`config.mk`:
```
export PLATFORM = sky130hd
export DESIGN_NAME = parking_spot_allocator
export DESIGN_NICKNAME = d
export VERILOG_FILES = /design/src/rtl/parking_spot_allocator_pkg.sv /design/src/rtl/parking_spot_allocator_free_spot_finder.sv /design/src/rtl/parking_spot_allocator.sv
export SDC_FILE = /design/constraint.sdc
export NUM_CORES = 1
export LEC_CHECK = 0
export CORE_AREA = 4 4 57 59
export CTS_BUF_LIST = sky130_fd_sc_hd__clkbuf_8
export DETAILED_ROUTE_END_ITERATION = 6
export DIE_AREA = 0 0 61 63
export PLACE_DENSITY = 0.89
export SYNTH_ARGS = -nofsm -noshare
export SYNTH_HDL_FRONTEND = slang
export SYNTH_SLANG_ARGS = --single-unit
```
`constraint.sdc`:
```
create_clock -name clk -period 3.55 [get_ports clk]
set_input_delay 1.065 -clock clk [delete_from_list [all_inputs] [get_ports clk]]
set_output_delay 1.065 -clock clk [all_outputs]
set_load 0.01 [all_outputs]
```
`src/rtl/parking_spot_allocator_pkg.sv`:
```
// Shared sizing defaults and entry-FSM state encodings for the parking spot allocator.
package parking_spot_allocator_pkg;

  localparam int NUM_SPOTS   = 8;
  localparam int SPOT_W      = 3;
  localparam int CNT_W       = 4;
  localparam int GATE_CYCLES = 4;
  localparam int GATE_CNT_W  = $clog2(GATE_CYCLES + 1);

  typedef enum logic [1:0] {
    ST_IDLE     = 2'd0,
    ST_GATE     = 2'd1,
    ST_WAIT_CLR = 2'd2
  } state_e;

endpackage

```
`src/rtl/parking_spot_allocator_free_spot_finder.sv`:
```
// Priority encoder: reports the lowest-index set bit of the free-spot vector.
module free_spot_finder
  import parking_spot_allocator_pkg::*;
#(
  parameter int N_SPOTS = NUM_SPOTS,
  parameter int IDX_W   = SPOT_W
) (
  input  logic [N_SPOTS-1:0] free_vec,
  output logic [IDX_W-1:0]   free_idx,
  output logic               any_free
);

  // Scan from the top down so the lowest free index is the last one written.
  always_comb begin
    free_idx = '0;
    any_free = 1'b0;
    for (int i = N_SPOTS - 1; i >= 0; i--) begin
      if (free_vec[i]) begin
        free_idx = IDX_W'(i);
        any_free = 1'b1;
      end
    end
  end

endmodule

```
`src/rtl/parking_spot_allocator.sv`:
```
// Owns the parking occupancy vector: allocates the lowest free spot on entry,
// releases named spots on exit, and drives the timed entry gate.
module parking_spot_allocator
  import parking_spot_allocator_pkg::*;
(
  input  logic                 clk,
  input  logic                 rst,
  input  logic                 entry_req,
  input  logic                 exit_req,
  input  logic [SPOT_W-1:0]    exit_spot,
  output logic [NUM_SPOTS-1:0] occupancy,
  output logic [CNT_W-1:0]     parked,
  output logic                 full,
  output logic                 empty,
  output logic                 entry_ack,
  output logic [SPOT_W-1:0]    entry_spot,
  output logic                 entry_reject,
  output logic                 exit_ack,
  output logic                 exit_err,
  output logic                 gate_open
);

  state_e                  state_q, state_d;
  logic [GATE_CNT_W-1:0]   gate_cnt_q, gate_cnt_d;
  logic [NUM_SPOTS-1:0]    occupancy_q, occupancy_d;
  logic [CNT_W-1:0]        parked_q, parked_d;
  logic                    entry_ack_q, entry_ack_d;
  logic [SPOT_W-1:0]       entry_spot_q, entry_spot_d;
  logic                    entry_reject_q, entry_reject_d;
  logic                    exit_ack_q, exit_ack_d;
  logic                    exit_err_q, exit_err_d;

  logic [SPOT_W-1:0]       free_idx;
  logic                    any_free;
  logic                    full_w;
  logic                    alloc;
  logic                    reject;
  logic                    exit_hit;
  logic [NUM_SPOTS-1:0]    exit_clr;

  // Allocation looks only at pre-edge occupancy, so a spot freed this cycle is not reused yet.
  free_spot_finder #(
    .N_SPOTS (NUM_SPOTS),
    .IDX_W   (SPOT_W)
  ) u_finder (
    .free_vec (~occupancy_q),
    .free_idx (free_idx),
    .any_free (any_free)
  );

  assign full_w = (parked_q == CNT_W'(NUM_SPOTS));
  assign alloc  = (state_q == ST_IDLE) && entry_req && !full_w && any_free;
  assign reject = (state_q == ST_IDLE) && entry_req && full_w;

  // Out-of-range exit indices match no bit and therefore read as free.
  always_comb begin
    exit_hit = 1'b0;
    exit_clr = '0;
    for (int i = 0; i < NUM_SPOTS; i++) begin
      if (exit_req && (exit_spot == SPOT_W'(i)) && occupancy_q[i]) begin
        exit_hit    = 1'b1;
        exit_clr[i] = 1'b1;
      end
    end
  end

  always_comb begin
    state_d        = state_q;
    gate_cnt_d     = gate_cnt_q;
    occupancy_d    = occupancy_q & ~exit_clr;
    parked_d       = parked_q;
    entry_ack_d    = alloc;
    entry_spot_d   = entry_spot_q;
    entry_reject_d = reject;
    exit_ack_d     = exit_hit;
    exit_err_d     = exit_req && !exit_hit;

    if (alloc) begin
      occupancy_d  = occupancy_d | (NUM_SPOTS'(1) << free_idx);
      entry_spot_d = free_idx;
    end

    case ({alloc, exit_hit})
      2'b10:   parked_d = parked_q + CNT_W'(1);
      2'b01:   parked_d = parked_q - CNT_W'(1);
      default: parked_d = parked_q;
    endcase

    unique case (state_q)
      ST_IDLE: begin
        if (alloc) begin
          state_d    = ST_GATE;
          gate_cnt_d = GATE_CNT_W'(GATE_CYCLES);
        end else if (reject) begin
          state_d = ST_WAIT_CLR;
        end
      end
      ST_GATE: begin
        if (gate_cnt_q == GATE_CNT_W'(1)) begin
          state_d    = ST_WAIT_CLR;
          gate_cnt_d = '0;
        end else begin
          gate_cnt_d = gate_cnt_q - GATE_CNT_W'(1);
        end
      end
      ST_WAIT_CLR: begin
        if (!entry_req) state_d = ST_IDLE;
      end
      default: begin
        state_d    = ST_IDLE;
        gate_cnt_d = '0;
      end
    endcase
  end

  always_ff @(posedge clk) begin
    if (rst) begin
      state_q        <= ST_IDLE;
      gate_cnt_q     <= '0;
      occupancy_q    <= '0;
      parked_q       <= '0;
      entry_ack_q    <= 1'b0;
      entry_spot_q   <= '0;
      entry_reject_q <= 1'b0;
      exit_ack_q     <= 1'b0;
      exit_err_q     <= 1'b0;
    end else begin
      state_q        <= state_d;
      gate_cnt_q     <= gate_cnt_d;
      occupancy_q    <= occupancy_d;
      parked_q       <= parked_d;
      entry_ack_q    <= entry_ack_d;
      entry_spot_q   <= entry_spot_d;
      entry_reject_q <= entry_reject_d;
      exit_ack_q     <= exit_ack_d;
      exit_err_q     <= exit_err_d;
    end
  end

  assign occupancy    = occupancy_q;
  assign parked       = parked_q;
  assign full         = full_w;
  assign empty        = (parked_q == '0);
  assign entry_ack    = entry_ack_q;
  assign entry_spot   = entry_spot_q;
  assign entry_reject = entry_reject_q;
  assign exit_ack     = exit_ack_q;
  assign exit_err     = exit_err_q;
  assign gate_open    = (state_q == ST_GATE);

endmodule

```
* Yosys cells after proc, flatten, opt, wreduce, memory -nomap -nowiden
Index checks and enable logic that the tools add are counted.
Widths: inputs -> output; s select.
** Word-level totals
- Memories :: 0
- Register bits :: 24
- Bits in latches :: 0
- RAM bits :: 0
- Word-level logic and storage cells :: 105
- Memory bits (read-only) :: 0
** Operators by class
- Bitwise operators :: 5
- Magnitude comparators :: 0
- Add/sub/neg operators :: 3
- Divide/modulo/power cells :: 0
- Reductions and logical operators :: 29
- Equal/unequal tests :: 17
- Multiplexer cells :: 41
- $mul :: 0
- Shift-type cells :: 1
** Operators with widths (number)
- $mux 3 :: 10
- $mux 1 :: 23
- $logic_and 1x1->1 :: 21
- $not 8->8 :: 2
- $eq 3x3->1 const B :: 4
- $pmux 3 s3 :: 1
- $and 8x8->8 :: 1
- $mux 2 :: 4
- $mux 8 :: 1
- $or 8x8->8 :: 1
- $pmux 4 s2 :: 1
- $shl 1x3->8 const A :: 1
- $eq 3x1->1 const B :: 2
- $eq 3x2->1 const B :: 2
- $pmux 2 s3 :: 1
- $add 4x1->4 const B :: 1
- $eq 2x1->1 const B :: 2
- $eq 2x2->1 const B :: 2
- $eq 4x4->1 const B :: 1
- $logic_not 4->1 :: 1
- $ne 2x2->1 const B :: 2
- $sub 4x1->4 const B :: 1
- $logic_not 3->1 :: 1
- $ne 3x3->1 const B :: 1
- 8 further kinds :: 9

* Longest topological paths before layout
- Depth after elaboration :: 13
- Gate-level depth with buffers :: 12
- Depth with buffers taken out :: 11

* Hierarchy
Synthesis repeated with hierarchy kept, for this count alone.
** Second synthesis, totals
- Cells, all modules :: 143
- Area, all modules :: 1282.5 um2
** Modules (own cells, without submodules)
- parking_spot_allocator :: cells each 130, area each 1202.4 um2, times used 1
- free_spot_finder :: cells each 13, area each 80.1 um2, times used 1

* Worst setup path after synthesis
OpenSTA, ideal clock, no wires.
- Path kind :: in2reg
- Start point :: in exit_spot[1]
- End point :: reg parked_q[2], in the netlist parked[2]
- Setup slack :: 392 ps
- Arrival time :: 3087 ps
- Library setup time :: 71 ps
- Cell stages on the path :: 12
- Cell sequence :: buf_2 > mux2i_1 > o32ai_1 > a221oi_1 > inv_1 > ha_1 > xor2_1 > ha_1 > a21oi_1 > xor2_1 > or3_1 > a21oi_1
** On the way
- Longest elaborated chain between the ends :: 13
- Elaborated cells on any way between the ends :: 36
** Ends and longest elaborated chain
- from (decl) :: RTL line parking_spot_allocator.sv:10 : input logic [SPOT_W-1:0] exit_spot,
- $logic_not 3->1 :: RTL line parking_spot_allocator.sv:60 : if (exit_req && (exit_spot == SPOT_W'(i)) && occupancy_q[i]) begin
- $logic_and 1x1->1 (2 in series) :: RTL line parking_spot_allocator.sv:60
- $mux 1 (7 in series) :: RTL line parking_spot_allocator.sv:60
- $mux 1 * :: RTL line parking_spot_allocator.sv:60
- via exit_ack_d :: RTL line parking_spot_allocator.sv:30 : logic exit_ack_q, exit_ack_d;
- $eq 2x1->1 or $eq 2x2->1 (tied branches) :: RTL line parking_spot_allocator.sv:83 : case ({alloc, exit_hit})
- $pmux 4 s2 or $reduce_bool 2->1 (tied branches)
- to (signal assigned) :: RTL line parking_spot_allocator.sv:131 : parked_q <= parked_d;
- to (decl) :: RTL line parking_spot_allocator.sv:26 : logic [CNT_W-1:0] parked_q, parked_d;
Mark *: on every way through the listed nets, which the timed path passes. The rest lies on a longest branch.
A chain may end at the register's enable or synchronous reset.

* Worst setup path after layout
Ends and elaborated chain as after synthesis.

==> impl_metrics.env <==
export IMPL_status="finished, final reports clean"
export IMPL_cts_tree="built"
export IMPL_critPathArrivalTime_ns=3.57
export IMPL_crit_required_ns=3.75
export IMPL_post_cts_resized=0
export IMPL_drv_cap=0
export IMPL_placementRows=19
export IMPL_dp_hpwl_microns=2504
export IMPL_design_area_sq_mm=0.001772
export IMPL_min_period_over_period=0.9507
export IMPL_crit_type="in2reg"
export IMPL_drive_gt1_frac=0.1579
export IMPL_clock_tree_root_cell="clkbuf_8"
export IMPL_drtAntennaViolNets=0
export IMPL_layout_min_cycle_time_ns=3.375
export IMPL_clock_skew_final_ns=0.004860
export IMPL_fp_dieW_microns=61
export IMPL_cp_max_fo=7
export IMPL_n_antenna_cell=0
export IMPL_synth_top_flop_cell="dfxtp_1"
export IMPL_yosys_warnings=0
export IMPL_synth_area_leaders="dfxtp_1, ha_1, nor2_1, a21oi_1, nand2_1"
export IMPL_ys_seq_area_frac=0.3546
export IMPL_cts_buffers=3
export IMPL_end_kind="flip-flop"
export IMPL_wl_per_cell_microns=15.60
export IMPL_hp_class="reg2reg"
export IMPL_worst_setup_path_start_kind="input pin"
export IMPL_routed_wirelength_microns=3447
export IMPL_synth_area_sq_mm=0.001355
export IMPL_synth_edf_count=0
export IMPL_slew_viol_final=0
export IMPL_place_area_sq_mm=0.001722
export IMPL_postSynthCellCount=154
export IMPL_cts_setup_buffers=0
export IMPL_place_congestion=1.037
export IMPL_cts_buffer_depth=2
export IMPL_clk_insertion_delay_late_ns=0.27
export IMPL_die_area_sq_mm=0.003843
export IMPL_grt_pass1_wl_microns=5678
export IMPL_setup_slack_ns=0.1751
export IMPL_drtPass1Iterations=4
export IMPL_synth_net_count=166
export IMPL_vdd_drop_max_v=0.0003295
export IMPL_h_tree_depth=1
export IMPL_grt_ovfl_total=0
export IMPL_p_per_area_mw_per_mm2=352.4
export IMPL_rsz0062_at_grt="no"
export IMPL_nFillCells=226
export IMPL_clkSinkCount=24
export IMPL_viasPerCell=5.805
export IMPL_drc=0
export IMPL_ioPinCount=29
export IMPL_io_buffers=28
export IMPL_postSynthAreaPerCell_sq_um=8.799
export IMPL_synth_distinct_cells=54
export IMPL_rrSetupSlack_ns=1.06
export IMPL_grt_pass1_vias=1268
export IMPL_fmax_mhz=296.3
export IMPL_ys_seq_elements=24
export IMPL_grt_usage=0.1895
export IMPL_vias=1283
export IMPL_die_h_microns=63
export IMPL_start_util=0.5000
export IMPL_p_leak_uw=0.0006924
export IMPL_pre_cts_slack_ns=-0.1997
export IMPL_area_growth_syn_to_layout_pct=30.75
export IMPL_grt_max_degree=20
export IMPL_synth_top_area_frac=0.3546
export IMPL_antenna_found_initial=0
export IMPL_setup_violations=0
export IMPL_design_core_area_sq_mm=0.002710
export IMPL_worst_slew_pin_slew_ns=0.4673
export IMPL_hold_buffers=0
export IMPL_synth_area_leader_cell="dfxtp_1"
export IMPL_dr_first_iter_drc_count=49
export IMPL_hold_viol_final=0
export IMPL_relSlewSlack=0.6867
export IMPL_clk_pin_slew_ns=0.08
export IMPL_fin_nets=204
export IMPL_async_flop_share=0
[flip-flops by register name, summed over array words and instances (netlist names)]
name and flops:
state_q 2, parked 4, exit_ack 1, occupancy 8, gate_cnt_q 3, entry_reject 1
entry_spot 3, entry_ack 1, exit_err 1
[worst max-delay path, stage by stage]
cell	delay [ns]
clkdlybuf4s50_1	0.61
mux2i_1	0.22
o32ai_1	0.12
a221oi_2	0.23
inv_1	0.09
ha_1	0.21
xor2_1	0.15
ha_1	0.18
a21oi_1	0.14
xor2_1	0.10
or3_1	0.31
a21oi_1	0.15
[cell usage in the layout, fill, tap and decap left out, types with 3 or more instances in the layout]
cell             instances
buf_4                   13
nor2_1                  13
dfxtp_1                 24
clkdlybuf4s50_1         27
a21oi_1                  9
o21ai_1                  5
nor2b_1                  4
nand2_1                 11
inv_1                    9
mux2i_1                  3
ha_1                     5
nand3_1                  3
xor2_1                   3
a31oi_1                  3
nand2b_1                 3
o21ai_0                  3
clkbuf_8                 3
[cells in the mapped netlist (2+ instances only)]
master     n
dfxtp_1   24
nor2_1    13
nand2_1   11
a21oi_1    9
inv_1      9
ha_1       5
o21ai_1    5
buf_2      4
nor2b_1    4
a31oi_1    3
mux2i_1    3
nand2b_1   3
nand3_1    3
o21ai_0    3
xor2_1     3
a21oi_2    2
a221oi_1   2
a311oi_1   2
and4_1     2
buf_6      2
clkbuf_1   2
nand2_2    2
nand3b_1   2
nand4_1    2
nor3b_1    2
nor4_1     2
o311ai_0   2
or3_1      2
[power by group]
group	switching, uW	leakage, uW	total, uW	internal [uW]
clock	85.7	0.0000216	162	75.9
combinational	73.0	0.000475	152	78.6
sequential	24.1	0.000196	311	287
[routing by layer]
layer | global-route usage | up-vias | part of all wire
met3 | 0.03512 | 6 | 0.050
met5 | 0 | - | 0
met2 | 0.2767 | 45 | 0.48
met1 | 0.2654 | 593 | 0.46
li1 | - | 639 | -
met4 | 0.08401 | 0 | 0.012
[cells by family (layout without fill, tap and decap cells)]
| group | Yosys count | after routing | synth area share |
|---|---|---|---|
| adder cells (fa/ha/maj) | 5 | 5 | 0.04617 |
| flip-flops | 24 | 24 | 0.3546 |
| multiplexers | 4 | 4 | 0.03047 |
| XOR/XNOR | 3 | 3 | 0.01939 |
| AO/OA/AOI/OAI | 40 | 40 | 0.2207 |
| AND/OR/NAND/NOR | 60 | 60 | 0.2631 |
| buffers and inverters | 18 | 54 | 0.06555 |
[worst paths after layout]
| kind | from | endpoint | cells past startpoint |
|---|---|---|---|
| worst max register to register | occupancy[0] | parked[3] | 7 |
| worst min-delay path | entry_spot[1] | entry_spot[1] | 2 |
| worst min register to register | entry_spot[1] | entry_spot[1] | 2 |
| worst max-delay path | exit_spot[1] | parked[2] | 12 |
[cell type report]
| cell class | count | area, sq um | area share |
|---|---|---|---|
| multi-input cells | 112 | 792.0 | 0.4470 |
| flip-flops and latches | 24 | 480.5 | 0.2712 |
| repair buffers | 41 | 380.4 | 0.2147 |
| clock buffers | 3 | 41.29 | 0.02331 |
| inverters | 10 | 38.79 | 0.02189 |
| well taps | 31 | 38.79 | 0.02189 |
[metrics by stage]
step,TNS [ns],util,hold slack [ns],total power (uW),std cells
3_5_place_dp,-0.3268,0.6353,0.4639,467.8,218
5_1_grt,0,0.6537,0.5037,654.9,221
2_1_floorplan,0,-,0.4641,402.6,154
6_report,0,0.6537,0.4776,624.3,221
4_1_cts,0,0.6505,0.4759,625.1,221
3_3_place_gp,-0.04206,0.6353,0.4568,458.8,218
(Power assumes the default switching activity.)
